File: config.mk
export PLATFORM = sky130hd
export DESIGN_NAME = scaler_readout_ctrl
export DESIGN_NICKNAME = d
export VERILOG_FILES = /design/src/rtl/scaler_readout_ctrl.sv
export SDC_FILE = /design/constraint.sdc
export NUM_CORES = 1
export LEC_CHECK = 0
export ABC_AREA = 1
export BUFFER_PORTS_ARGS = -buffer_cell sky130_fd_sc_hd__buf_2
export CORE_UTILIZATION = 45
export CTS_BUF_LIST = sky130_fd_sc_hd__clkbuf_16
export CTS_CLUSTER_DIAMETER = 30
export CTS_CLUSTER_SIZE = 30
export DETAILED_ROUTE_END_ITERATION = 8
export GPL_ROUTABILITY_DRIVEN = 0
export PLACE_DENSITY = 0.72
export SETUP_SLACK_MARGIN = 0.5
export SYNTH_ARGS = -nofsm -noshare
export SYNTH_HDL_FRONTEND = slang
export SYNTH_SLANG_ARGS = --single-unit
export TNS_END_PERCENT = 10
File: constraint.sdc
create_clock -name clk_i -period 4.38 [get_ports clk_i]
set_clock_uncertainty 0.2 [all_clocks]
set_input_delay 1.314 -clock clk_i [delete_from_list [all_inputs] [get_ports clk_i]]
set_output_delay 1.314 -clock clk_i [all_outputs]
set_load 0.01 [all_outputs]
File: src/rtl/scaler_readout_ctrl.sv
// Scaler readout sequencer: on each PPS rising edge, pulses the scaler
// latch/clear line, snapshots every channel into a shadow register and
// streams the snapshot out one channel per ready/valid transfer.
// A PPS edge arriving while a readout is still in progress is counted
// as a dropped second in drops_o (saturating at 255).
//
// Build option: SCALER_READOUT_SATFLAG_EN widens data_o by one bit.
// That extra bit flags a channel whose shadowed value is all ones.
//
// state | meaning
// IDLE  | waiting for a PPS edge
// PULSE | scaler latch/clear pulse in flight
// SNAP  | scalers settling; snapshot taken on exit
// SEND  | streaming shadow words, channel 0..NCHAN-1
module scaler_readout_ctrl #(
   parameter int NCHAN = 8,
   parameter int WIDTH = 8,
`ifdef SCALER_READOUT_SATFLAG_EN
   localparam int DW = WIDTH + 1
`else
   localparam int DW = WIDTH
`endif
) (
   input  logic                   clk_i,
   input  logic                   rst_i,
   input  logic                   pps_i,
   input  logic [NCHAN*WIDTH-1:0] scalers_i,
   output logic                   scaler_pps_o,
   output logic [DW-1:0]          data_o,
   output logic [5:0]             chan_o,
   output logic                   last_o,
   output logic                   valid_o,
   input  logic                   ready_i,
   output logic                   busy_o,
   output logic [7:0]             drops_o,
   input  logic                   clear_i
);

   typedef enum logic [1:0] {ST_IDLE, ST_PULSE, ST_SNAP, ST_SEND} state_t;

   state_t                 state_q;
   logic                   pps_q;
   logic                   spps_q;
   logic                   valid_q;
   logic                   last_q;
   logic [5:0]             chan_q;
   logic [7:0]             drops_q, drops_d;
   logic [NCHAN*WIDTH-1:0] shadow_q;
   logic [WIDTH-1:0]       data_word;

   logic pps_edge;
   logic xfer;
   logic drop;

   assign pps_edge = pps_i & ~pps_q;
   assign xfer     = valid_q & ready_i;
   assign drop     = pps_edge & (state_q != ST_IDLE);

   // PPS history; resets high so a level already high at release is not an edge.
   always_ff @(posedge clk_i or posedge rst_i) begin
      if (rst_i) pps_q <= 1'b1;
      else       pps_q <= pps_i;
   end

   // Sequencer FSM with registered pulse, valid, last, channel and shadow.
   always_ff @(posedge clk_i or posedge rst_i) begin
      if (rst_i) begin
         state_q  <= ST_IDLE;
         spps_q   <= 1'b0;
         valid_q  <= 1'b0;
         last_q   <= 1'b0;
         chan_q   <= 6'd0;
         shadow_q <= '0;
      end else begin
         spps_q <= pps_edge;
         case (state_q)
            ST_IDLE: begin
               if (pps_edge) state_q <= ST_PULSE;
            end
            ST_PULSE: begin
               state_q <= ST_SNAP;
            end
            ST_SNAP: begin
               state_q  <= ST_SEND;
               shadow_q <= scalers_i;
               valid_q  <= 1'b1;
               chan_q   <= 6'd0;
               last_q   <= 1'b0;
            end
            ST_SEND: begin
               if (xfer) begin
                  if (last_q) begin
                     state_q <= ST_IDLE;
                     valid_q <= 1'b0;
                     last_q  <= 1'b0;
                     chan_q  <= 6'd0;
                  end else begin
                     chan_q <= chan_q + 6'd1;
                     last_q <= (chan_q == 6'(NCHAN - 2));
                  end
               end
            end
            default: state_q <= ST_IDLE;
         endcase
      end
   end

   // Drop counter next value: a clear coinciding with a drop leaves one count.
   always_comb begin
      drops_d = drops_q;
      if (clear_i)                        drops_d = drop ? 8'd1 : 8'd0;
      else if (drop && drops_q != 8'hFF)  drops_d = drops_q + 8'd1;
   end

   // Drop counter register.
   always_ff @(posedge clk_i or posedge rst_i) begin
      if (rst_i) drops_q <= 8'd0;
      else       drops_q <= drops_d;
   end

   // Output word is always taken from the snapshot, never from live scalers.
   always_comb begin
      data_word = shadow_q[int'(chan_q)*WIDTH +: WIDTH];
   end

`ifdef SCALER_READOUT_SATFLAG_EN
   assign data_o = {&data_word, data_word};
`else
   assign data_o = data_word;
`endif

   assign scaler_pps_o = spps_q;
   assign chan_o       = chan_q;
   assign last_o       = last_q;
   assign valid_o      = valid_q;
   assign busy_o       = (state_q != ST_IDLE);
   assign drops_o      = drops_q;

endmodule

# Yosys cells after proc, flatten, opt, wreduce, memory -nomap -nowiden
# Index checks and enable logic that the tools add are counted.
# Widths: inputs -> output; s select.
dict set report word_totals {
  ff_bits 84
  input_bits 69
  out_inout_bits 26
  word_cells 47
}
dict set report classes {
  n_addsub 2
  eq_ne 8
  shift 1
  n_mux 16
  n_bitwise 4
  n_reduce_logical 8
}
# cell n
set op_table {}
lappend op_table {{$shiftx 64x10->8} 1}
lappend op_table {{$mux 8} 2}
lappend op_table {{$mux 6} 2}
lappend op_table {{$pmux 6 s2} 1}
lappend op_table {{$add 8x1->8 const B} 1}
lappend op_table {{$ne 8x8->1 const B} 1}
lappend op_table {{$pmux 2 s4} 1}
lappend op_table {{$add 6x1->6 const B} 1}
lappend op_table {{$eq 6x3->1 const B} 1}
lappend op_table {{$mux 2} 3}
lappend op_table {{$ne 2x2->1 const B} 3}
lappend op_table {{$reduce_and 3->1} 2}
lappend op_table {{$reduce_bool 2->1} 3}
lappend op_table {{$mux 1} 5}
lappend op_table {{$eq 2x2->1 const B} 2}
lappend op_table {{$pmux 1 s2} 2}
lappend op_table {{$and 1x1->1} 3}
lappend op_table {{$eq 2x1->1 const B} 1}
lappend op_table {{$logic_not 2->1} 1}
lappend op_table {{$reduce_and 2->1} 1}
lappend op_table {{$logic_and 1x1->1} 1}
lappend op_table {{$not 1->1} 1}

# Longest topological paths before layout
# Gate-level depths: netlist of run 1.
dict set report logic_depth {
  depth_word 6
  ltp_mapped 9
}

# Least setup slack after synthesis of run 1
# Ideal clock, no wire load.
dict set report synth_path {
  path_type {reg2out}
  startpoint {register chan_q[0] (netlist: chan_o[0])}
  endpoint {output data_o[6]}
  t_arrival_ns 1.155
  required_ns 2.866
  path_slack_ns 1.711
  stages_incl_launch_ff 8
  n_path_buf 2
  path_cell_list {dfrtp_1 buf_6 buf_6 a21oi_2 o21ai_1 nand3_1 nand2_1 nor2_1}
}
dict set report synth_between {
  elab_chain_cells 1
}
# item line
set synth_lines {}
lappend synth_lines {{start, declared} 46} ;# logic [5:0] chan_q;
lappend synth_lines {{start signal, assigned} 98} ;# chan_q <= chan_q + 6'd1;
lappend synth_lines {{$shiftx 64x10->8} 123} ;# data_word = shadow_q[int'(chan_q)*WIDTH +: WIDTH];
lappend synth_lines {{end, declared} 29} ;# output logic [DW-1:0] data_o,
# No other way between the ends.

# Worst setup path in the final report of run 1
dict set report layout_path {
  startpoint {register chan_q[1] (netlist: chan_o[1])}
  endpoint {output data_o[2]}
}
# Same word-level chain as after synthesis.

==> results of run 1 <==
[metal layers]
metal	vias to the layer above	part of all wire [%]	track usage, %
met4	0	1.9	7.459
met5	-	0	0
met3	14	5.1	5.036
li1	1653	-	-
met1	1542	46	28.54
met2	73	47	34.37
[synthesized netlist by cell type, drive strengths merged, types with 3 or more instances]
cell	number
ha	6
inv	47
dfrtp	83
nand2	93
clkbuf	3
nand3	15
o21ai	59
nand4	8
nor2	44
mux2	40
o211ai	9
a21oi	18
buf	18
[cells in the final DEF, fill, tap and decap left out, drive strengths merged, types with 2 or more instances in the layout]
cell / n
clkinv: 4
ha: 6
o21ai: 59
nor2: 44
nand2: 93
clkbuf: 9
nand3: 15
mux2: 40
o211ai: 9
dfrtp: 83
buf: 98
nand4: 8
clkinvlp: 2
a21oi: 18
inv: 48
[final cells by class]
type	instances	area, um^2	area share (%)
inverter	48	186.4	3.786
clock buffer	9	225.2	4.573
multi-input combinational	297	1703	34.58
timing repair buffer	98	500.5	10.16
clock inverter	7	70.07	1.423
tap	108	135.1	2.744
sequential	84	2105	42.73
[power breakdown]
part           switching (W)  total, W  internal (W)  leakage, nW
logic               0.000797   0.00144      0.000638         1.24
clock network       0.000306  0.000745      0.000439        0.144
registers           0.000236   0.00135       0.00111         1.03
total                0.00134   0.00353       0.00219         2.41
[critical path, cell delays in order, from the launching register on]
cell and delay (ns):
dfrtp_1 0.92, inv_1 0.28, o21ai_0 0.16, a21oi_1 0.06, nor2_1 0.15, nor2_2 0.06, buf_2 0.13
[how the worst max path moves through the flow]
stage / startpoint / to / slack (ns) / cells past startpoint
after floorplan: rst_i / chan_o[0] / 0.70 / 1
after global placement: chan_o[1] / data_o[7] / 1.18 / 6
after detailed placement: chan_o[1] / data_o[2] / 1.15 / 6
after CTS: chan_o[1] / data_o[2] / 0.78 / 6
after global routing: chan_o[1] / data_o[2] / 0.55 / 6
final: chan_o[1] / data_o[2] / 0.76 / 6
[cell families (layout without fill, tap and decap cells)]
logic type | Yosys count | after routing | share of synthesized area, %
muxes | 40 | 40 | 10.93
buffers and inverters | 69 | 162 | 7.683
adders and majority gates | 6 | 6 | 1.822
and+or+nand+nor | 162 | 162 | 16.91
AOI/OAI and AO/OA | 89 | 89 | 11.60
DFF | 84 | 84 | 51.05
[registers in the layout, summed over array words and instances (netlist names)]
name / count
shadow_q: 64
scaler_pps_o: 1
last_o: 1
pps_q: 1
state_q: 2
drops_o: 8
chan_o: 6
valid_o: 1
[per-stage QoR]
stage	util (%)	worst slack [ns]	cell area, um^2	cells
2_1_floorplan	-	0.7025	4120	450
3_3_place_gp	52.57	1.181	4629	635
3_5_place_dp	52.57	1.146	4629	635
4_1_cts	55.93	0.7818	4925	651
5_1_grt	55.93	0.5519	4925	651
6_report	55.93	0.7627	4925	651
==> summary.md, run 1 <==
| Metric | Value |
|---|---|
| Vias in the first global route | 3242 |
| Slew margin rel. | 41.09% |
| CP arrival | 2.10 ns |
| Initial DRC count | 200 |
| Drt drc | 6 |
| Nets | 613 |
| Syn avg cell area | 9.156 um^2 |
| CP Class | flip-flop to output pin |
| # IOs | 95 |
| Hold path start | shadow_q[33] |
| # rows | 34 |
| Synth area leaders | dfrtp_1 50%, mux2_2 11%, nand2_1 8.2% |
| Via density | 5.041 |
| Run status | finished with violations |
| CTS Hold Bufs | 0 |
| ANT nets after route | 0 |
| Max-cap viol count | 0 |
| Ys async rst share | 100.0% |
| # port buffers | 94 |
| H-tree levels | 3 |
| CTS tree | done |
| Top-area cell type share of the netlist area | 50.41% |
| First-pass GRT wire length | 15780 um |
| CP startpoint kind | flip-flop |
| Worst min-delay path class | flip-flop to flip-flop |
| Core area | 8806 um^2 |
| Clock root cell | clkbuf_16 |
| Register area share after synthesis | 51.05% |
| RSZ-0062 raised after global routing | no |
| Drt pass-1 iters | 7 |
| Largest net degree at the start of global routing | 75 |
| Failing checks | DRC |
| Setup TNS Final | 0 ns |
| Ys Warns | 0 |
| WHS | 0.3083 ns |
| FF-to-FF Start | state_q[0] |
| Max IR drop VDD | 0.0002886 V |
| Synth-to-Final Area Change | 19.53% |
| Fmax | 276.5 MHz |
| Hold Path End | shadow_q[33] |
| Hpwl dp | 7045 um |
| Antenna violations before repair | 0 |
| Fin crit period | 3.617 ns |
| Post-CTS sizing | 0 |
| Full die area | 9542 um^2 |
| Worst r2r path cells | 4 |
| Top FF cell, synth | dfrtp_1 |
| GRT overflow | 0 |
| Reg2Reg Capture Point | shadow_q[1] |
| Gr usage total | 21.45% |
| # diodes | 0 |
| Clock sinks | 84 |
| Worst skew pair latency | 0.33 ns |
| Leakage power | 2.410 nW |
| Total power | 0.003530 W |
| Slew Viols, Final | 0 |
| Starting density of the core | 46.79% |
| Post-CTS Setup Inserts | 0 |
| Synth cell types | 27 |
| Share of layout cells above drive strength 1 | 31.68% |
| Routed wire length | 9548 um |
| Die Height | 97.69 um |
| Pwr/cell area | 716.9 nW/um^2 |
| Synth area leader | dfrtp_1 |
| CP endpoint kind | output pin |
| Hold Vio Cnt, Final | 0 |
| Wire per inst | 14.67 um |
| Syn nets | 525 |
| Fillers | 801 |
| EDFF count, synth | 0 |
| Final Cycle Share | 82.59% |
| Die X | 97.69 um |
| Setup Viol. Count Final | 0 |
| Worst Tran Pin Value | 0.8836 ns |
| Flop2flop setup slack | 2.02 ns |
| Crit-path max FO | 30 |
| CTS buffer count | 9 |
| Reg clk slew, reported paths | 0.06 ns |
| DR vias | 3282 |
| Mapped Cells | 450 |
| Mapped Area | 4120 um^2 |
| WP data required | 2.87 ns |
| #FFs+latches synth | 84 |
| Maximum clock path buffer count | 2 |
| Depth of the worst hold-timing path | 1 |
(Power assumes the default switching activity.)
==> run 2: changes to the inputs <==
--- a/config.mk
+++ b/config.mk
@@ -5,7 +5,7 @@
 export SDC_FILE = /design/constraint.sdc
 export NUM_CORES = 1
 export LEC_CHECK = 0
-export ABC_AREA = 1
+export ABC_AREA = 0
 export BUFFER_PORTS_ARGS = -buffer_cell sky130_fd_sc_hd__buf_2
 export CORE_UTILIZATION = 45
 export CTS_BUF_LIST = sky130_fd_sc_hd__clkbuf_16
==> constraint.sdc (replaced) <==
create_clock -name clk_i -period 3.8 [get_ports clk_i]
set_clock_uncertainty 0.2 [all_clocks]
set_input_delay 1.14 -clock clk_i [delete_from_list [all_inputs] [get_ports clk_i]]
set_output_delay 1.14 -clock clk_i [all_outputs]
set_load 0.01 [all_outputs]
==> run 2 against run 1 <==
The run now ends clean. Non-clock buffer count rose by 2. Clock power rose by 27%. Wire length fell by 8.2%. Synthesized cell count fell by 36%. Critical endpoint is now data_o[6]. Largest power group is now registers.
==> summary.md, run 2 <==
| Metric | Value |
|---|---|
| First-pass GRT wire length | 14100 um |
| Top FF cell, synth | dfrtp_1 |
| Syn nets | 363 |
| Wire per inst | 17.75 um |
| Gr usage total | 21.32% |
| Mux share of post-synthesis cell area | 28.22% |
| Synth area leader | dfrtp_1 |
| Top-area cell type share of the netlist area | 52.52% |
| Largest net degree at the start of global routing | 85 |
| Nets | 458 |
| Via density | 5.474 |
| Drt drc | 0 |
| Synth area leaders | dfrtp_1 53%, mux2_2 18%, mux4_2 8.5% |
| Hold Vio Cnt, Final | 0 |
| Top-count cell post-synth | dfrtp_1 |
| Starting density of the core | 47.42% |
| Die X | 95.75 um |
| Drt pass-1 iters | 4 |
| Mapped Cells | 288 |
| Fmax | 313.5 MHz |
| Leakage power | 2.203 nW |
| Depth of the worst hold-timing path | 1 |
| WHS | 0.3045 ns |
| H-tree levels | 3 |
| CP Class | flip-flop to output pin |
| #FFs+latches synth | 84 |
| Die Height | 95.75 um |
| CP arrival | 1.85 ns |
| Clock sinks | 84 |
| Slew margin rel. | 60.56% |
| XOR/XNOR share of the synthesized area | 0.2214% |
| Initial DRC count | 163 |
| Most frequent cells in the layout | 94 x buf_2, 81 x dfrtp_1, 64 x mux2_2 |
| Run status | finished, final reports clean |
| Final Cycle Share | 83.94% |
| CTS buffer count | 9 |
| Commonest non-fill, non-tap cell in the layout | buf_2 |
| Synth Area in Simple Gates | 7.403% |
| Synth top cells by count | 83 x dfrtp_1, 64 x mux2_2, 15 x mux4_2, 13 x nor2_1 |
| Ys async rst share | 100.0% |
| Largest register FFs | 64 |
| Worst skew pair latency | 0.33 ns |
| Total power | 0.003908 W |
| Crit-path max FO | 6 |
| Share of layout cells above drive strength 1 | 52.32% |
| GRT overflow | 0 |
| Full die area | 9168 um^2 |
| CP endpoint kind | output pin |
| Adder-cell share of the synthesized area | 1.898% |
| Clock root cell | clkbuf_16 |
| DR vias | 2704 |
| Fin crit period | 3.190 ns |
| WP data required | 2.46 ns |
| Post-DP Area | 4543 um^2 |
| Ys Warns | 0 |
| Maximum clock path buffer count | 2 |
| Worst Tran Pin Value | 0.5885 ns |
| Pwr/cell area | 799.6 nW/um^2 |
| Slew Viols, Final | 0 |
| RSZ-0062 raised after global routing | no |
| Max IR drop VDD | 0.0004316 V |
| # rows | 33 |
| Largest family of logic cells by synthesized area | multiplexers |
| EDFF count, synth | 0 |
| Setup TNS Final | 0 ns |
| Syn avg cell area | 13.73 um^2 |
| Reg clk slew, reported paths | 0.06 ns |
| Final Cell Area | 4887 um^2 |
| CTS tree | done |
| Vias in the first global route | 2690 |
| # IOs | 95 |
| Register area share after synthesis | 53.18% |
| Hpwl dp | 6338 um |
| Worst r2r path cells | 4 |
| Synth cell types | 43 |
| Fillers | 701 |
| # port buffers | 94 |
| Mapped Area | 3955 um^2 |
| ANT nets after route | 0 |
| Reg with most FFs | shadow_q |
| Worst min-delay path class | flip-flop to flip-flop |
| CP startpoint kind | flip-flop |
| Compound-cell area share of the yosys netlist | 6.327% |
| Setup Viol. Count Final | 0 |
| Routed wire length | 8768 um |
| Max-cap viol count | 0 |
| Synth-to-Final Area Change | 23.57% |
| Antenna violations before repair | 1 |
| Core Util, Final | 58.60% |
| Core area | 8341 um^2 |
run 2: metal layers:
metal,GRT usage [%],routed length (um),up-vias
li1,-,-,1264
met1,26.24,3459,1354
met2,35.06,4578,74
met3,7.583,580,12
met4,7.090,150,0
met5,0,0,-
run 2: cell type report:
class                           count  area (um^2)  share of cell area [%]
Multi-Input combinational cell    181         1745                   35.71
Sequential cell                    84         2106                   43.09
Inverter                            7        30.03                  0.6144
Clock buffer                        9        225.2                   4.608
Timing Repair Buffer              100        548.0                   11.21
Tap cell                          105        131.4                   2.688
Antenna cell                        1        2.502                 0.05120
Clock inverter                      7        98.84                   2.023
run 2: final timing paths:
path	startpoint	to	slack, ns
setup / recovery	chan_o[0]	data_o[6]	0.61
hold / removal	shadow_q[50]	shadow_q[50]	0.30
setup reg to reg	state_q[0]	shadow_q[17]	1.73
hold reg to reg	shadow_q[50]	shadow_q[50]	0.30
max in group asynchronous	rst_i	chan_o[0]	2.32
min in group asynchronous	rst_i	shadow_q[3]	0.73
run 2: cells by family after synthesis:
logic type                 count (synthesis)
and+or+nand+nor                           55
buffers and inverters                     23
adders and majority gates                  6
DFF                                       84
xor gates and xnor gates                   1
AOI/OAI and AO/OA                         36
muxes                                     83
run 2: timing repair:
item / in CTS / in global routing
gates resized for setup: 3 / 1
hold buffers: 0 / 0
setup endpoints to repair: 8 / 5
cloned: 0 / 0
buffers inserted: 0 / 1
endpoints found under the hold margin: 0 / 0
run 2: stage by stage:
| stage | setup slack, ns | cells |
|---|---|---|
| finish | 0.6103 | 494 |
| global route | 0.5228 | 493 |
| CTS | 0.5458 | 492 |
| detailed placement | 0.7954 | 476 |
| global placement | 0.8203 | 476 |
| floorplan | 1.003 | 288 |
run 2: report_power, final:
group	internal [W]	switching, W
combinational	0.000854	0.000562
clock	0.000580	0.000366
sequential	0.00129	0.000259
total	0.00272	0.00119
run 2: worst max-delay path, cell delays in order (launching register included):
cell and delay (ns):
dfrtp_2 0.40, buf_4 0.18, mux4_1 0.55, a22o_1 0.25, buf_2 0.14
==> run 3: changes to the inputs <==
--- a/config.mk
+++ b/config.mk
@@ -13,7 +13,7 @@
 export CTS_CLUSTER_SIZE = 30
 export DETAILED_ROUTE_END_ITERATION = 8
 export GPL_ROUTABILITY_DRIVEN = 0
-export PLACE_DENSITY = 0.72
+export PLACE_DENSITY = 0.75
 export SETUP_SLACK_MARGIN = 0.5
 export SYNTH_ARGS = -nofsm -noshare
 export SYNTH_HDL_FRONTEND = slang
==> constraint.sdc (replaced) <==
create_clock -name clk_i -period 2.7 [get_ports clk_i]
set_clock_uncertainty 0.2 [all_clocks]
set_input_delay 0.81 -clock clk_i [delete_from_list [all_inputs] [get_ports clk_i]]
set_output_delay 0.81 -clock clk_i [all_outputs]
set_load 0.01 [all_outputs]
==> run 3 against run 2 <==
The flow now finishes with violations (setup timing). Worst hold slack worse by 0.0017 ns. Total power is 38% higher. Setup slack worse by 0.76 ns. Critical path depth is 1 higher. First-iteration DRC count is 5.5% lower. Utilization is 0.39 points higher. Final area is 0.67% higher. Wire length is 1.7% lower. Largest power group is now combinational logic.
==> summary.md, run 3 (same netlist as run 2, synthesis figures left out) <==
| Metric | Value |
|---|---|
| Leakage power | 2.216 nW |
| Most frequent cells in the layout | 93 x buf_2, 82 x dfrtp_1, 64 x mux2_2 |
| CTS tree | done |
| # IOs | 95 |
| Run status | finished with violations |
| Initial DRC count | 154 |
| CP endpoint kind | output pin |
| CTS buffer count | 9 |
| Final Cell Area | 4920 um^2 |
| RSZ-0062 raised after global routing | yes |
| Maximum clock path buffer count | 2 |
| Synth-to-Final Area Change | 24.39% |
| WHS | 0.3027 ns |
| Drt pass-1 iters | 4 |
| Die Height | 95.75 um |
| Max IR drop VDD | 0.0005764 V |
| Worst Tran Pin Value | 0.4369 ns |
| ANT nets after route | 0 |
| Slew Viols, Final | 0 |
| Via density | 5.456 |
| Worst min-delay path class | flip-flop to flip-flop |
| Clock sinks | 84 |
| Critical-path top delay cell | mux4_2 |
| Hpwl dp | 6081 um |
| CP Class | flip-flop to output pin |
| Hold Vio Cnt, Final | 0 |
| CTS Hold Bufs | 0 |
| Post-DP Area | 4578 um^2 |
| Nets | 465 |
| Clock root cell | clkbuf_16 |
| Max-cap viol count | 0 |
| Vias in the first global route | 2768 |
| Fin crit period | 2.849 ns |
| Worst skew pair latency | 0.33 ns |
| Flop2flop setup slack | 0.84 ns |
| Antenna violations before repair | 1 |
| Critical Path Max Stage Delay | 0.51 ns |
| Cell Chain, Critical Path | buf_4 -> buf_16 -> mux4_2 -> a22o_1 -> buf_2 |
| Routed wire length | 8617 um |
| # rows | 33 |
| Slew margin rel. | 70.87% |
| DR vias | 2728 |
| Final Cycle Share | 105.5% |
| Crit-path max FO | 7 |
| # port buffers | 94 |
| Failing checks | setup timing |
| Largest net degree at the start of global routing | 85 |
| GRT overflow | 0 |
| Reg clk slew, reported paths | 0.06 ns |
| Starting density of the core | 47.42% |
| CP startpoint kind | flip-flop |
| CP arrival | 1.84 ns |
| Final cell count without fillers | 500 |
| Pwr/cell area | 1093 nW/um^2 |
| Largest register FFs | 64 |
| Setup Viol. Count Final | 8 |
| Reg with most FFs | shadow_q |
| Die X | 95.75 um |
| Wire per inst | 17.23 um |
| Commonest non-fill, non-tap cell in the layout | buf_2 |
| Drt drc | 0 |
| Full die area | 9168 um^2 |
| WP data required | 1.69 ns |
| Final WS setup | -0.1492 ns |
| First-pass GRT wire length | 13920 um |
| Share of layout cells above drive strength 1 | 53.16% |
| H-tree levels | 3 |
| Gr usage total | 20.91% |
| # diodes | 0 |
| Fmax | 351.0 MHz |
| Core Util, Final | 58.99% |
| Core area | 8341 um^2 |
| Cells after DPL | 479 |
[run 3: cell types whose count changed in the layout (fill, tap and decap cells not counted), sizes merged]
| cell | before | now |
|---|---|---|
| inv | 8 | 7 |
| buf | 100 | 107 |
| clkinv | 2 | 4 |
| diode | 1 | 0 |
| bufinv | 2 | 0 |
| clkinvlp | 2 | 3 |
[run 3: power by group]
group / switching (W) / total, W / internal, W
Clock: 0.000477 / 0.00109 / 0.000608
Sequential: 0.000331 / 0.00214 / 0.00181
Combinational: 0.000851 / 0.00215 / 0.00130
[run 3: final cells by class]
cell class                 count  area (um^2)
clock buffer                   9        225.2
timing repair buffer         107        639.4
inverter                       7        30.03
multi-input combinational    181         1754
clock inverter                 7        35.03
tap                          105        131.4
fill                         685         3421
sequential                    84         2105
[run 3: what timing repair did]
item	CTS	global route
buffers inserted	4	0
resized for setup	8	3
gates cloned	1	0
pin swaps	5	2
hold endpoints to repair	0	0
endpoints found under the setup margin	9	9
[run 3: per-stage QoR]
| step | setup WS, ns | setup TNS [ns] | total power [W] |
|---|---|---|---|
| 6_report | -0.1492 | -1.080 | 0.005376 |
| 5_1_grt | -0.2197 | -1.609 | 0.005728 |
| 4_1_cts | -0.1266 | -0.9237 | 0.005406 |
| 3_5_place_dp | 0.1841 | 0 | 0.004205 |
| 3_3_place_gp | 0.1971 | 0 | 0.004116 |
| 2_1_floorplan | 0.2331 | 0 | 0.003614 |
[run 3: worst paths after layout]
path | endpoint | start | cells past startpoint
worst max register to register | drops_o[3] | drops_o[0] | 5
worst min-delay path | shadow_q[51] | shadow_q[51] | 1
min in group asynchronous | drops_o[4] | rst_i | 3
worst max-delay path | data_o[0] | chan_o[0] | 5
worst min register to register | shadow_q[51] | shadow_q[51] | 1
max in group asynchronous | pps_q | rst_i | 3
[run 3: metal layers]
metal | share of wire [%] | wire, um | track usage, % | up-vias
met1 | 41 | 3504 | 25.99 | 1392
met4 | 1.6 | 141 | 7.463 | 2
met2 | 52 | 4517 | 34.82 | 54
met3 | 5.1 | 440 | 6.161 | 13
met5 | 0.14 | 12 | 0 | -
li1 | - | - | - | 1267
[run 3: critical path: cells and delay by family, from the launching register on]
kind | cells | cell delay (ns)
buf+inv | 3 | 0.41
flops | 1 | 0.39
compound gates | 1 | 0.20
mux | 1 | 0.51
